`config.mk`:
```
export PLATFORM = sky130hd
export DESIGN_NAME = i2c_master_ctrl
export DESIGN_NICKNAME = d
export VERILOG_FILES = /design/src/rtl/i2c_pkg.sv /design/src/rtl/i2c_sync_2ff.sv /design/src/rtl/i2c_master_ctrl.sv
export SDC_FILE = /design/constraint.sdc
export NUM_CORES = 1
export LEC_CHECK = 0
export BUFFER_PORTS_ARGS = -buffer_cell sky130_fd_sc_hd__buf_2
export CORE_MARGIN = 2
export CORE_UTILIZATION = 46
export DETAILED_ROUTE_END_ITERATION = 12
export PLACE_DENSITY = 0.77
export SKIP_CTS_REPAIR_TIMING = 1
export SLEW_MARGIN = 25
export SYNTH_ARGS = -nofsm -noshare
export SYNTH_HDL_FRONTEND = slang
export SYNTH_HIERARCHICAL = 1
export SYNTH_SLANG_ARGS = --single-unit
```
`constraint.sdc`:
```
create_clock -name clk -period 2.3 [get_ports clk]
set_input_delay 0.23 -clock clk [delete_from_list [all_inputs] [get_ports clk]]
set_output_delay 0.23 -clock clk [all_outputs]
set_load 0.03 [all_outputs]
```
`src/rtl/i2c_pkg.sv`:
```
// Shared types and constants for the I2C master controller.
package i2c_pkg;

  localparam int I2C_DATA_WIDTH = 8;

  typedef enum logic [2:0] {
    CMD_START    = 3'd0,
    CMD_STOP     = 3'd1,
    CMD_WRITE    = 3'd2,
    CMD_READ_ACK = 3'd3,
    CMD_READ_NAK = 3'd4
  } i2c_cmd_t;

  typedef enum logic [2:0] {
    ST_IDLE,
    ST_START,
    ST_BIT,
    ST_STOP,
    ST_RESP
  } i2c_state_t;

  function automatic logic i2c_is_read(input i2c_cmd_t op);
    return (op == CMD_READ_ACK) || (op == CMD_READ_NAK);
  endfunction

endpackage

```
`src/rtl/i2c_sync_2ff.sv`:
```
// Two-flop synchronizer for an asynchronous pad level; resets to the idle-bus level (1).
module i2c_sync_2ff (
  input  logic clk,
  input  logic rst,
  input  logic d_i,
  output logic q_o
);

  logic meta_q;
  logic sync_q;

  always_ff @(posedge clk or posedge rst) begin
    if (rst) begin
      meta_q <= 1'b1;
      sync_q <= 1'b1;
    end else begin
      meta_q <= d_i;
      sync_q <= meta_q;
    end
  end

  assign q_o = sync_q;

endmodule

```
`src/rtl/i2c_master_ctrl.sv`:
```
// Single-master I2C byte controller driving open-drain SCL/SDA enables.
// Optional I2C_CLK_STRETCH_EN: honour responder clock stretching on SCL release quarters.
module i2c_master_ctrl
  import i2c_pkg::*;
#(
  parameter int CLK_DIV = 4
) (
  input  logic                      clk,
  input  logic                      rst,
  input  logic                      cmd_valid,
  output logic                      cmd_ready,
  input  logic [2:0]                cmd_op,
  input  logic [I2C_DATA_WIDTH-1:0] cmd_data,
  output logic                      resp_valid,
  output logic [I2C_DATA_WIDTH-1:0] resp_data,
  output logic                      resp_nak,
  output logic                      resp_err,
  output logic                      busy,
  output logic                      scl_oe,
  output logic                      sda_oe,
  input  logic                      scl_i,
  input  logic                      sda_i
);

  // states: IDLE wait cmd | START (re)start cond | BIT 8 data + ack | STOP stop cond | RESP 1-clk response

  localparam int CW = (CLK_DIV > 1) ? $clog2(CLK_DIV) : 1;
  localparam int BW = $clog2(I2C_DATA_WIDTH + 1);
  localparam logic [CW-1:0] CNT_LAST = CW'(CLK_DIV - 1);
  localparam logic [BW-1:0] BIT_ACK  = BW'(I2C_DATA_WIDTH);
  localparam logic [BW-1:0] BIT_LAST = BW'(I2C_DATA_WIDTH - 1);

  logic scl_s;
  logic sda_s;

  i2c_sync_2ff u_sync_scl (.clk(clk), .rst(rst), .d_i(scl_i), .q_o(scl_s));
  i2c_sync_2ff u_sync_sda (.clk(clk), .rst(rst), .d_i(sda_i), .q_o(sda_s));

  i2c_state_t                state_q;
  i2c_cmd_t                  op_q;
  logic [1:0]                qtr_q;
  logic [CW-1:0]             cnt_q;
  logic [CW-1:0]             cnt_d;
  logic [BW-1:0]             bit_q;
  logic [I2C_DATA_WIDTH-1:0] tx_q;
  logic [I2C_DATA_WIDTH-1:0] rx_q;
  logic                      err_q;
  logic                      nak_q;
  logic                      cmd_ready_q;
  logic                      resp_valid_q;
  logic [I2C_DATA_WIDTH-1:0] resp_data_q;
  logic                      resp_nak_q;
  logic                      resp_err_q;
  logic                      busy_q;
  logic                      scl_oe_q;
  logic                      sda_oe_q;
  logic                      in_seq;
  logic                      scl_ok;
  logic                      tick;

`ifdef I2C_CLK_STRETCH_EN
  logic rel_qtr;
  // Quarters that begin by releasing SCL cannot end until the line is really high.
  assign rel_qtr = ((state_q == ST_START) && (qtr_q == 2'd1)) ||
                   ((state_q == ST_BIT)   && (qtr_q == 2'd2)) ||
                   ((state_q == ST_STOP)  && (qtr_q == 2'd1));
  assign scl_ok  = !rel_qtr || scl_s;
`else
  logic scl_unused;
  assign scl_unused = scl_s;
  assign scl_ok     = 1'b1;
`endif

  assign in_seq = (state_q == ST_START) || (state_q == ST_BIT) || (state_q == ST_STOP);
  assign tick   = in_seq && (cnt_q == CNT_LAST) && scl_ok;

  always_comb begin
    cnt_d = cnt_q;
    if (!in_seq || tick) begin
      cnt_d = '0;
    end else if (cnt_q != CNT_LAST) begin
      cnt_d = cnt_q + 1'b1;
    end
  end

  always_ff @(posedge clk or posedge rst) begin
    if (rst) begin
      state_q      <= ST_IDLE;
      op_q         <= CMD_START;
      qtr_q        <= 2'd0;
      cnt_q        <= '0;
      bit_q        <= '0;
      tx_q         <= '0;
      rx_q         <= '0;
      err_q        <= 1'b0;
      nak_q        <= 1'b0;
      cmd_ready_q  <= 1'b1;
      resp_valid_q <= 1'b0;
      resp_data_q  <= '0;
      resp_nak_q   <= 1'b0;
      resp_err_q   <= 1'b0;
      busy_q       <= 1'b0;
      scl_oe_q     <= 1'b0;
      sda_oe_q     <= 1'b0;
    end else begin
      cnt_q        <= cnt_d;
      resp_valid_q <= 1'b0;
      case (state_q)
        ST_IDLE: begin
          if (cmd_valid && cmd_ready_q) begin
            op_q        <= i2c_cmd_t'(cmd_op);
            tx_q        <= cmd_data;
            cmd_ready_q <= 1'b0;
            qtr_q       <= 2'd0;
            bit_q       <= '0;
            err_q       <= 1'b0;
            nak_q       <= 1'b0;
            case (cmd_op)
              CMD_START: begin
                state_q  <= ST_START;
                sda_oe_q <= 1'b0;
              end
              CMD_STOP: begin
                if (busy_q) begin
                  state_q  <= ST_STOP;
                  sda_oe_q <= 1'b1;
                end else begin
                  state_q <= ST_RESP;
                  err_q   <= 1'b1;
                end
              end
              CMD_WRITE: begin
                if (busy_q) begin
                  state_q  <= ST_BIT;
                  scl_oe_q <= 1'b1;
                  sda_oe_q <= ~cmd_data[I2C_DATA_WIDTH-1];
                end else begin
                  state_q <= ST_RESP;
                  err_q   <= 1'b1;
                end
              end
              CMD_READ_ACK, CMD_READ_NAK: begin
                if (busy_q) begin
                  state_q  <= ST_BIT;
                  scl_oe_q <= 1'b1;
                  sda_oe_q <= 1'b0;
                end else begin
                  state_q <= ST_RESP;
                  err_q   <= 1'b1;
                end
              end
              default: begin
                state_q <= ST_RESP;
                err_q   <= 1'b1;
              end
            endcase
          end
        end

        ST_START: begin
          if (tick) begin
            qtr_q <= qtr_q + 1'b1;
            case (qtr_q)
              2'd0: scl_oe_q <= 1'b0;
              2'd1: sda_oe_q <= 1'b1;
              2'd2: scl_oe_q <= 1'b1;
              default: begin
                busy_q  <= 1'b1;
                state_q <= ST_RESP;
              end
            endcase
          end
        end

        ST_BIT: begin
          if (tick) begin
            qtr_q <= qtr_q + 1'b1;
            case (qtr_q)
              2'd0: ;
              2'd1: scl_oe_q <= 1'b0;
              2'd2: begin
                if (bit_q < BIT_ACK) begin
                  rx_q <= {rx_q[I2C_DATA_WIDTH-2:0], sda_s};
                end else begin
                  nak_q <= (op_q == CMD_WRITE) && sda_s;
                end
              end
              default: begin
                scl_oe_q <= 1'b1;
                tx_q     <= {tx_q[I2C_DATA_WIDTH-2:0], 1'b0};
                if (bit_q == BIT_ACK) begin
                  state_q <= ST_RESP;
                end else begin
                  bit_q <= bit_q + 1'b1;
                  // After the last data bit the master owns SDA only to ACK a read.
                  if (bit_q == BIT_LAST) begin
                    sda_oe_q <= (op_q == CMD_READ_ACK);
                  end else begin
                    sda_oe_q <= (op_q == CMD_WRITE) && !tx_q[I2C_DATA_WIDTH-2];
                  end
                end
              end
            endcase
          end
        end

        ST_STOP: begin
          if (tick) begin
            qtr_q <= qtr_q + 1'b1;
            case (qtr_q)
              2'd0: scl_oe_q <= 1'b0;
              2'd1: sda_oe_q <= 1'b0;
              2'd2: ;
              default: begin
                busy_q  <= 1'b0;
                state_q <= ST_RESP;
              end
            endcase
          end
        end

        ST_RESP: begin
          resp_valid_q <= 1'b1;
          resp_err_q   <= err_q;
          resp_nak_q   <= nak_q;
          resp_data_q  <= (!err_q && i2c_is_read(op_q)) ? rx_q : '0;
          cmd_ready_q  <= 1'b1;
          state_q      <= ST_IDLE;
        end

        default: begin
          state_q     <= ST_IDLE;
          cmd_ready_q <= 1'b1;
        end
      endcase
    end
  end

  assign cmd_ready  = cmd_ready_q;
  assign resp_valid = resp_valid_q;
  assign resp_data  = resp_data_q;
  assign resp_nak   = resp_nak_q;
  assign resp_err   = resp_err_q;
  assign busy       = busy_q;
  assign scl_oe     = scl_oe_q;
  assign sda_oe     = sda_oe_q;

endmodule

```
# Word level (Yosys, flattened, before mapping)
# Cells that the tools add are included.
# totals
ff_bits,48
latchBits,0
ram_bits,0
mem_bits_ro,0
input_bits,16
output_inout_bits,15
wordCells,167
n_memories,0
# op_classes
n_addsub,3
mul,0
div,0
magnitude_cmp,1
eq_ne,42
shifts,0
mux,62
bitwise_logic,2
reduce_logical,38
# op_table
op,count
2-to-1 mux 1 bit,28
inequality test 2 bit (second input constant),14
2-to-1 mux 3 bit,8
2-to-1 mux 7 bit,3
equality test 3 x 2 -> 1 bit (second input constant),6
case mux 3 bit (3 select lines),2
2-to-1 mux 4 bit,4
AND reduction 5 bit,3
inequality test 2 x 1 -> 1 bit (second input constant),7
case mux 7 bit (2 select lines),1
AND reduction 13 bit,1
case mux 1 bit (2 select lines),6
case mux 1 bit (4 select lines),3
AND reduction 10 bit,1
equality test 3 bit (second input constant),3
inequality test 3 bit (second input constant),3
OR reduction 3 bit,3
2-to-1 mux 2 bit,4
2-to-1 mux 8 bit,1
case mux 4 bit (2 select lines),1
AND reduction 4 bit,2
nonzero test 2 bit,4
equality test 3 x 1 -> 1 bit (second input constant),2
zero test 3 bit,2
other kinds (21),36

# Longest topological paths before layout
# Gate-level depths: netlist of the first run.
# depth
word_depth,7
mapped_depth,6
mapped_depth_nobuf,6

# By module
# Netlist of the first run, hierarchy kept.
# by_module_without_submodules
mod,instances,cells_per_inst,area_each_um2,seq_area_each_um2
i2c_master_ctrl,1,221,2311.0,1152.4
i2c_sync_2ff,1,3,56.3,52.6

# Least setup slack after synthesis of the first run
# No wires, ideal clock.
# synth_timing
path_kind,register to register
startpoint,"reg cmd_ready_q, in the netlist cmd_ready"
endpoint,"reg sda_oe_q, in the netlist sda_oe"
setup_ns,0.125
arrival_ns,1.652
required_time_ns,2.175
slack_ns,0.523
path_stages_with_launch,5
n_path_buf,0
synth_period_minus_slack_ns,1.777
cell_sequence,dfstp_2 -> nor4bb_1 -> a2bb2oi_1 -> nor4_1 -> mux2_2
# synth_via
elab_chain_len,3
# synth_lines
element,line,text
from (decl),i2c_master_ctrl.sv:49,logic cmd_ready_q;
from (signal assigned),i2c_master_ctrl.sv:97,cmd_ready_q <= 1'b1;
from (signal assigned),i2c_master_ctrl.sv:113,cmd_ready_q <= 1'b0;
from (signal assigned),i2c_master_ctrl.sv:227,cmd_ready_q <= 1'b1;
logical AND 1 bit,i2c_master_ctrl.sv:110,if (cmd_valid && cmd_ready_q) begin
inequality test 2 bit (no source line),-,
AND reduction 13 bit (no source line),-,
to (signal assigned),i2c_master_ctrl.sv:136,sda_oe_q <= ~cmd_data[I2C_DATA_WIDTH-1];
to (signal assigned),i2c_master_ctrl.sv:197,sda_oe_q <= (op_q == CMD_READ_ACK);
to (signal assigned),i2c_master_ctrl.sv:199,sda_oe_q <= (op_q == CMD_WRITE) && !tx_q[I2C_DATA_WIDTH-2];
to (decl),i2c_master_ctrl.sv:56,logic sda_oe_q;
# Every way passes these cells.
# A chain may end at the register's enable or synchronous reset.

# Worst setup path after layout of the first run
# layout_timing
startpoint,reg cnt_q[0]
endpoint,reg bit_q[3]
# layout_via
elab_chain_len,4
# layout_lines
element,line,text
from (decl),i2c_master_ctrl.sv:42,logic [CW-1:0] cnt_q;
from (signal assigned),i2c_master_ctrl.sv:106,cnt_q <= cnt_d;
equality test 2 bit,i2c_master_ctrl.sv:75,assign tick = in_seq && (cnt_q == CNT_LAST) && scl_ok;
logical AND 1 bit,i2c_master_ctrl.sv:75,
inequality test 2 bit (no source line),-,
AND reduction 5 bit (no source line),-,
to (signal assigned),i2c_master_ctrl.sv:194,bit_q <= bit_q + 1'b1;
to (decl),i2c_master_ctrl.sv:44,logic [BW-1:0] bit_q;
# Every way passes these cells.

==> results of run 1 <==
cell families after synthesis:
| family | count (synthesis) | synth area share (%) |
|---|---|---|
| adder cells (fa/ha/maj) | 8 | 4.12 |
| flip-flops | 48 | 50.9 |
| AND/OR/NAND/NOR | 79 | 18.3 |
| multiplexers | 18 | 8.25 |
| buffers and inverters | 20 | 3.59 |
| AO/OA/AOI/OAI | 51 | 14.8 |
how the worst max path moves through the flow:
stage,start,endpoint,cells after the start
after CTS,cnt_q[0]$_DFFE_PP0P_,bit_q[3]$_DFFE_PP0P_,5
final,cnt_q[0]$_DFFE_PP0P_,bit_q[3]$_DFFE_PP0P_,5
after detailed placement,cnt_q[0]$_DFFE_PP0P_,bit_q[3]$_DFFE_PP0P_,5
after global placement,cnt_q[0]$_DFFE_PP0P_,nak_q$_DFFE_PP0P_,5
after floorplan,cmd_ready$_DFFE_PP1P_,sda_oe$_DFFE_PP0P_,4
after global routing,cnt_q[0]$_DFFE_PP0P_,bit_q[3]$_DFFE_PP0P_,5
flip-flops by register name, summed over array words and instances (netlist names):
| name | flops |
|---|---|
| bit_q | 4 |
| busy | 1 |
| cmd_ready | 1 |
| cnt_q | 2 |
| err_q | 1 |
| nak_q | 1 |
| op_q | 3 |
| qtr_q | 2 |
| resp_data | 8 |
| resp_err | 1 |
| resp_nak | 1 |
| resp_valid | 1 |
| rx_q | 8 |
| scl_oe | 1 |
| sda_oe | 1 |
| state_q | 3 |
| tx_q | 7 |
| u_sync_sda/meta_q | 1 |
| u_sync_sda/q_o | 1 |
power by group through the flow:
stage	logic, mW	clock network [mW]	registers (mW)
after floorplan	0.745	0	1.28
after global placement	1.02	0	1.25
after detailed placement	1.05	0	1.26
after CTS	1.06	0.653	1.25
after global routing	1.20	0.675	1.28
final	1.05	0.637	1.25
cell type report:
type                            instances  area, sq um  area share (%)
Tap cell                               70         87.6            3.17
Multi-Input combinational cell        156         1080            39.0
Clock inverter                          2         38.8            1.41
Sequential cell                        48         1200            43.7
Clock buffer                            6         82.6            2.99
Inverter                               11         41.3            1.50
Timing Repair Buffer                   38          228            8.25
routing by layer:
metal / vias up / global-route usage, % / share of wire [%]
met3: 4 / 4.37 / 3.8
met1: 870 / 24.7 / 44
li1: 868 / - / -
met4: 0 / 5.65 / 0.81
met2: 50 / 31.2 / 51
met5: - / 0 / 0
synthesized netlist by cell type, drive strengths merged (4+ instances only):
cell    instances  share of area (%)
a21oi          16                3.4
a22o            8                3.0
and3b           4                1.5
buf             4                1.1
clkbuf          5               0.79
dfrtp          45                 48
ha              7                3.7
inv            11                1.7
mux2           12                5.7
mux2i           6                2.5
nand2          22                3.5
nand2b          5                1.3
nand3           5                1.1
nor2           14                2.2
nor2b           4                1.1
nor3            5                1.5
nor4            5                1.3
o21ai           9                1.9
cells in the final DEF, fill, tap and decap left out, types with 8 or more instances in the layout:
master    n
dfrtp_1  45
a21oi_1  16
inv_1    10
buf_2    29
nor2_1   14
mux2_2   12
nand2_1  22
o21ai_0   8
a22o_1    8
critical path, cell delays in order, from the launching register on:
cell,delay (ns)
dfrtp_1,0.36
ha_1,0.35
and2_1,0.20
o21ai_1,0.20
or4_1,0.56
a21oi_1,0.20
==> flow_summary.json, run 1 <==
{
  "status": "complete, no violations",
  "arrival_ns": 2.16,
  "whs_ns": 0.0252,
  "crit_type": "reg2reg",
  "cts_sinks": 48,
  "p_per_area_mw_per_mm2": 1060,
  "drv_cap": 0,
  "sw_frac_of_total_pct": 35.6,
  "timing.final.ws_setup_ns": 0.357,
  "finalCriticalPeriod_ns": 1.94,
  "p_int_mw": 1.89,
  "layout.cells.non_filler": 331,
  "clkTransAtPathRegs_ns": 0.09,
  "io_pins": 31,
  "holdPathStages": 1,
  "drc_errors": 0,
  "wl_per_cell_microns": 14.6,
  "start_util_pct": 46.9,
  "antennaDiodeCount": 0,
  "relSlewSlack_pct": 60.4,
  "max_freq_mhz": 515,
  "p_leak_nw": 1.30,
  "die_area_sq_mm": 0.00574,
  "slew_viol_final": 0,
  "overflow": 0,
  "synth_edf_count": 0,
  "synth_flop_cell": "dfrtp_1",
  "final.setup.tns_ns": 0,
  "hold_class": "in2reg",
  "vias": 1792,
  "rr_worst_depth": 5,
  "grt_pass1_vias": 1775,
  "antenna_found_initial": 0,
  "post_dp_cell_area_sq_mm": 0.00263,
  "numCtsBuffers": 5,
  "final-setup-viol-count": 0,
  "place_ws_ns": 0.401,
  "die_y_microns": 75.7,
  "rrSetupSlack_ns": 0.36,
  "min_from": "sda_i",
  "syn_nets": 247,
  "seqPwrFrac_pct": 42.4,
  "fin_area_sq_mm": 0.00276,
  "avgSynthCellArea_sq_um": 10.6,
  "clk_latency_ns": 0.30,
  "cp-start-kind": "flip-flop",
  "area_growth_pct": 16.6,
  "dieWidth_microns": 75.7,
  "syn_inst": 224,
  "cp_max_fo": 8,
  "vias_per_cell": 5.41,
  "rr_endpoint": "bit_q[3]$_DFFE_PP0P_",
  "core_area_sq_mm": 0.00504,
  "portBuffers": 29,
  "grt_max_degree": 33,
  "drt-initial-drc-count": 96,
  "ctsRootBufferMaster": "clkbuf_8",
  "drtAntennaViolNets": 0,
  "gp_congestion": 0.825,
  "wirelength_microns": 4840,
  "hold_viol_final": 0,
  "nets": 283,
  "hpwl_microns": 3540,
  "min_period_over_period_pct": 84.5,
  "p_total_mw": 2.94,
  "r2r-start": "cnt_q[0]$_DFFE_PP0P_",
  "synth_cell_types": 47,
  "drive_gt1_share_pct": 26.4,
  "critical_path_required_ns": 2.52,
  "async_reset_ff_share_pct": 100,
  "firstDrtPassIters": 4,
  "pwr-share-clk_pct": 21.7,
  "dp.cells": 322,
  "rsz0062_at_grt": "false",
  "ys_seq_elements": 48,
  "cts_tree": "done",
  "nFillCells": 444,
  "switching_power_mw": 1.05,
  "whs_endpoint": "u_sync_sda/meta_q$_DFF_PP1_",
  "syn_area_sq_mm": 0.00237,
  "clockBufferDepth": 2,
  "irDropWorstVdd_v": 0.000521,
  "grt_usage_pct": 18.8,
  "worstMarginPinSlew_ns": 0.590,
  "utilization_pct": 54.7,
  "fin_worst_skew_ns": 0.0151,
  "grt_pass1_wl_microns": 8170,
  "rows": 26,
  "htreeDepth": 2,
  "yosysWarnings": 6,
  "power_frac_comb_pct": 35.9,
  "end_kind": "flip-flop",
  "ys_seq_area_share_pct": 50.9
}
No activity file was read; power rests on OpenSTA's default activity.
==> run 2: changes to the inputs <==
Settings changed: PLACE_DENSITY 0.77 to 0.79.
Clock period 2.3 ns to 1.6 ns, I/O delays scaled along.
==> flow_summary.json, run 2 (synthesized netlist as in run 1, its figures left out) <==
{
  "dieWidth_microns": 75.7,
  "die_area_sq_mm": 0.00574,
  "cts_sinks": 48,
  "grt_max_degree": 26,
  "max_freq_mhz": 565,
  "fin_area_sq_mm": 0.00321,
  "crit_type": "reg2reg",
  "min_period_over_period_pct": 111,
  "rr_worst_depth": 4,
  "overflow": 0,
  "area_growth_pct": 35.5,
  "antenna_found_initial": 0,
  "status": "finished with violations",
  "final_common_cell": "dfrtp_1",
  "cp-start-kind": "flip-flop",
  "final-setup-viol-count": 16,
  "layout.cells.non_filler": 366,
  "mostFrequentLayoutCells": "dfrtp_1, buf_4, buf_2",
  "timing.final.ws_setup_ns": -0.170,
  "grt_pass1_vias": 1768,
  "critical_path_required_ns": 1.80,
  "violations": "setup timing",
  "clockBufferDepth": 2,
  "rrSetupSlack_ns": -0.17,
  "post_dp_cell_area_sq_mm": 0.00286,
  "drv_cap": 0,
  "core_area_sq_mm": 0.00504,
  "relSlewSlack_pct": 66.3,
  "hold_viol_final": 0,
  "nets": 318,
  "dp.cells": 349,
  "whs_endpoint": "tx_q[0]$_DFFE_PP0P_",
  "p_leak_nw": 1.50,
  "firstDrtPassIters": 4,
  "numCtsBuffers": 5,
  "antennaDiodeCount": 0,
  "ctsRootBufferMaster": "clkbuf_8",
  "start_util_pct": 46.9,
  "gp_congestion": 0.897,
  "rows": 26,
  "holdPathStages": 3,
  "wirelength_microns": 5610,
  "arrival_ns": 1.97,
  "final.setup.tns_ns": -1.82,
  "htreeDepth": 2,
  "worstMarginPinSlew_ns": 0.500,
  "cp_max_fo": 8,
  "io_pins": 31,
  "rr_endpoint": "rx_q[4]$_DFFE_PP0P_",
  "die_y_microns": 75.7,
  "clk_latency_ns": 0.31,
  "place_ws_ns": -0.159,
  "drive_gt1_share_pct": 44.9,
  "rsz0062_at_grt": "true",
  "vias": 1953,
  "grt_pass1_wl_microns": 8220,
  "hold_class": "in2reg",
  "vias_per_cell": 5.34,
  "finalCriticalPeriod_ns": 1.77,
  "hpwl_microns": 3890,
  "grt_usage_pct": 19.5,
  "r2r-start": "state_q[2]$_DFFE_PP0P_",
  "portBuffers": 29,
  "irDropWorstVdd_v": 0.000784,
  "min_from": "cmd_data[0]",
  "drtAntennaViolNets": 0,
  "p_per_area_mw_per_mm2": 1500,
  "cts_tree": "done",
  "clkTransAtPathRegs_ns": 0.09,
  "slew_viol_final": 0,
  "nFillCells": 388,
  "drt-initial-drc-count": 78,
  "drc_errors": 0,
  "fin_worst_skew_ns": 0.0101,
  "end_kind": "flip-flop",
  "wl_per_cell_microns": 15.3
}
==> run 2: cell count changes in the layout (fill, tap and decap cells not counted), moves of 4 or more <==
cell / change
ha_4: +4
mux2_4: +8
buf_4: +30
mux2_2: -8
ha_1: -5
==> run 2: power by group <==
| group | switching [mW] | internal, mW | leakage [nW] |
|---|---|---|---|
| Combinational | 1.07 | 1.14 | 0.844 |
| Clock | 0.415 | 0.355 | 0.0484 |
| Sequential | 0.281 | 1.55 | 0.611 |
==> run 2: worst max-delay path, stage by stage (launching register included) <==
cell     delay, ns
dfrtp_2       0.47
or3b_4        0.45
nor3_4        0.26
buf_12        0.17
mux2_4        0.30
==> run 2: final cells by class <==
| cell class | count | area [sq um] | share of cell area, % |
|---|---|---|---|
| clock buffers | 7 | 86.3 | 2.69 |
| clock inverters | 1 | 8.76 | 0.273 |
| inverters | 11 | 41.3 | 1.29 |
| multi-input cells | 156 | 1260 | 39.2 |
| flip-flops and latches | 48 | 1210 | 37.7 |
| well taps | 70 | 87.6 | 2.73 |
| repair buffers | 73 | 517 | 16.1 |
==> run 2: worst max path at each step <==
stage	from	end	slack [ns]	depth (start not counted)
floorplan	state_q[1]$_DFFE_PP0P_	rx_q[0]$_DFFE_PP0P_	-0.11	4
global placement	state_q[2]$_DFFE_PP0P_	rx_q[4]$_DFFE_PP0P_	-0.07	4
detailed placement	cnt_q[0]$_DFFE_PP0P_	state_q[0]$_DFFE_PP0P_	-0.16	5
CTS	cnt_q[0]$_DFFE_PP0P_	state_q[0]$_DFFE_PP0P_	-0.20	4
global route	state_q[1]$_DFFE_PP0P_	state_q[2]$_DFFE_PP0P_	-0.21	5
finish	state_q[2]$_DFFE_PP0P_	rx_q[4]$_DFFE_PP0P_	-0.17	4
==> run 2: per-layer routing <==
layer	up-vias	share of wire, %	GRT usage, %
met5	-	0	0
met4	0	2.0	8.19
met3	11	3.4	4.37
met2	41	50	31.4
met1	958	45	25.4
li1	943	-	-
==> run 2: through the flow <==
step | hold WS, ns | power, mW | util (%)
floorplan | 0.0715 | 2.94 | -
global placement | 0.143 | 3.57 | 56.7
detailed placement | 0.153 | 3.64 | 56.7
CTS | -0.180 | 4.42 | 58.6
global route | 0.0789 | 5.12 | 63.6
finish | 0.0670 | 4.81 | 63.6
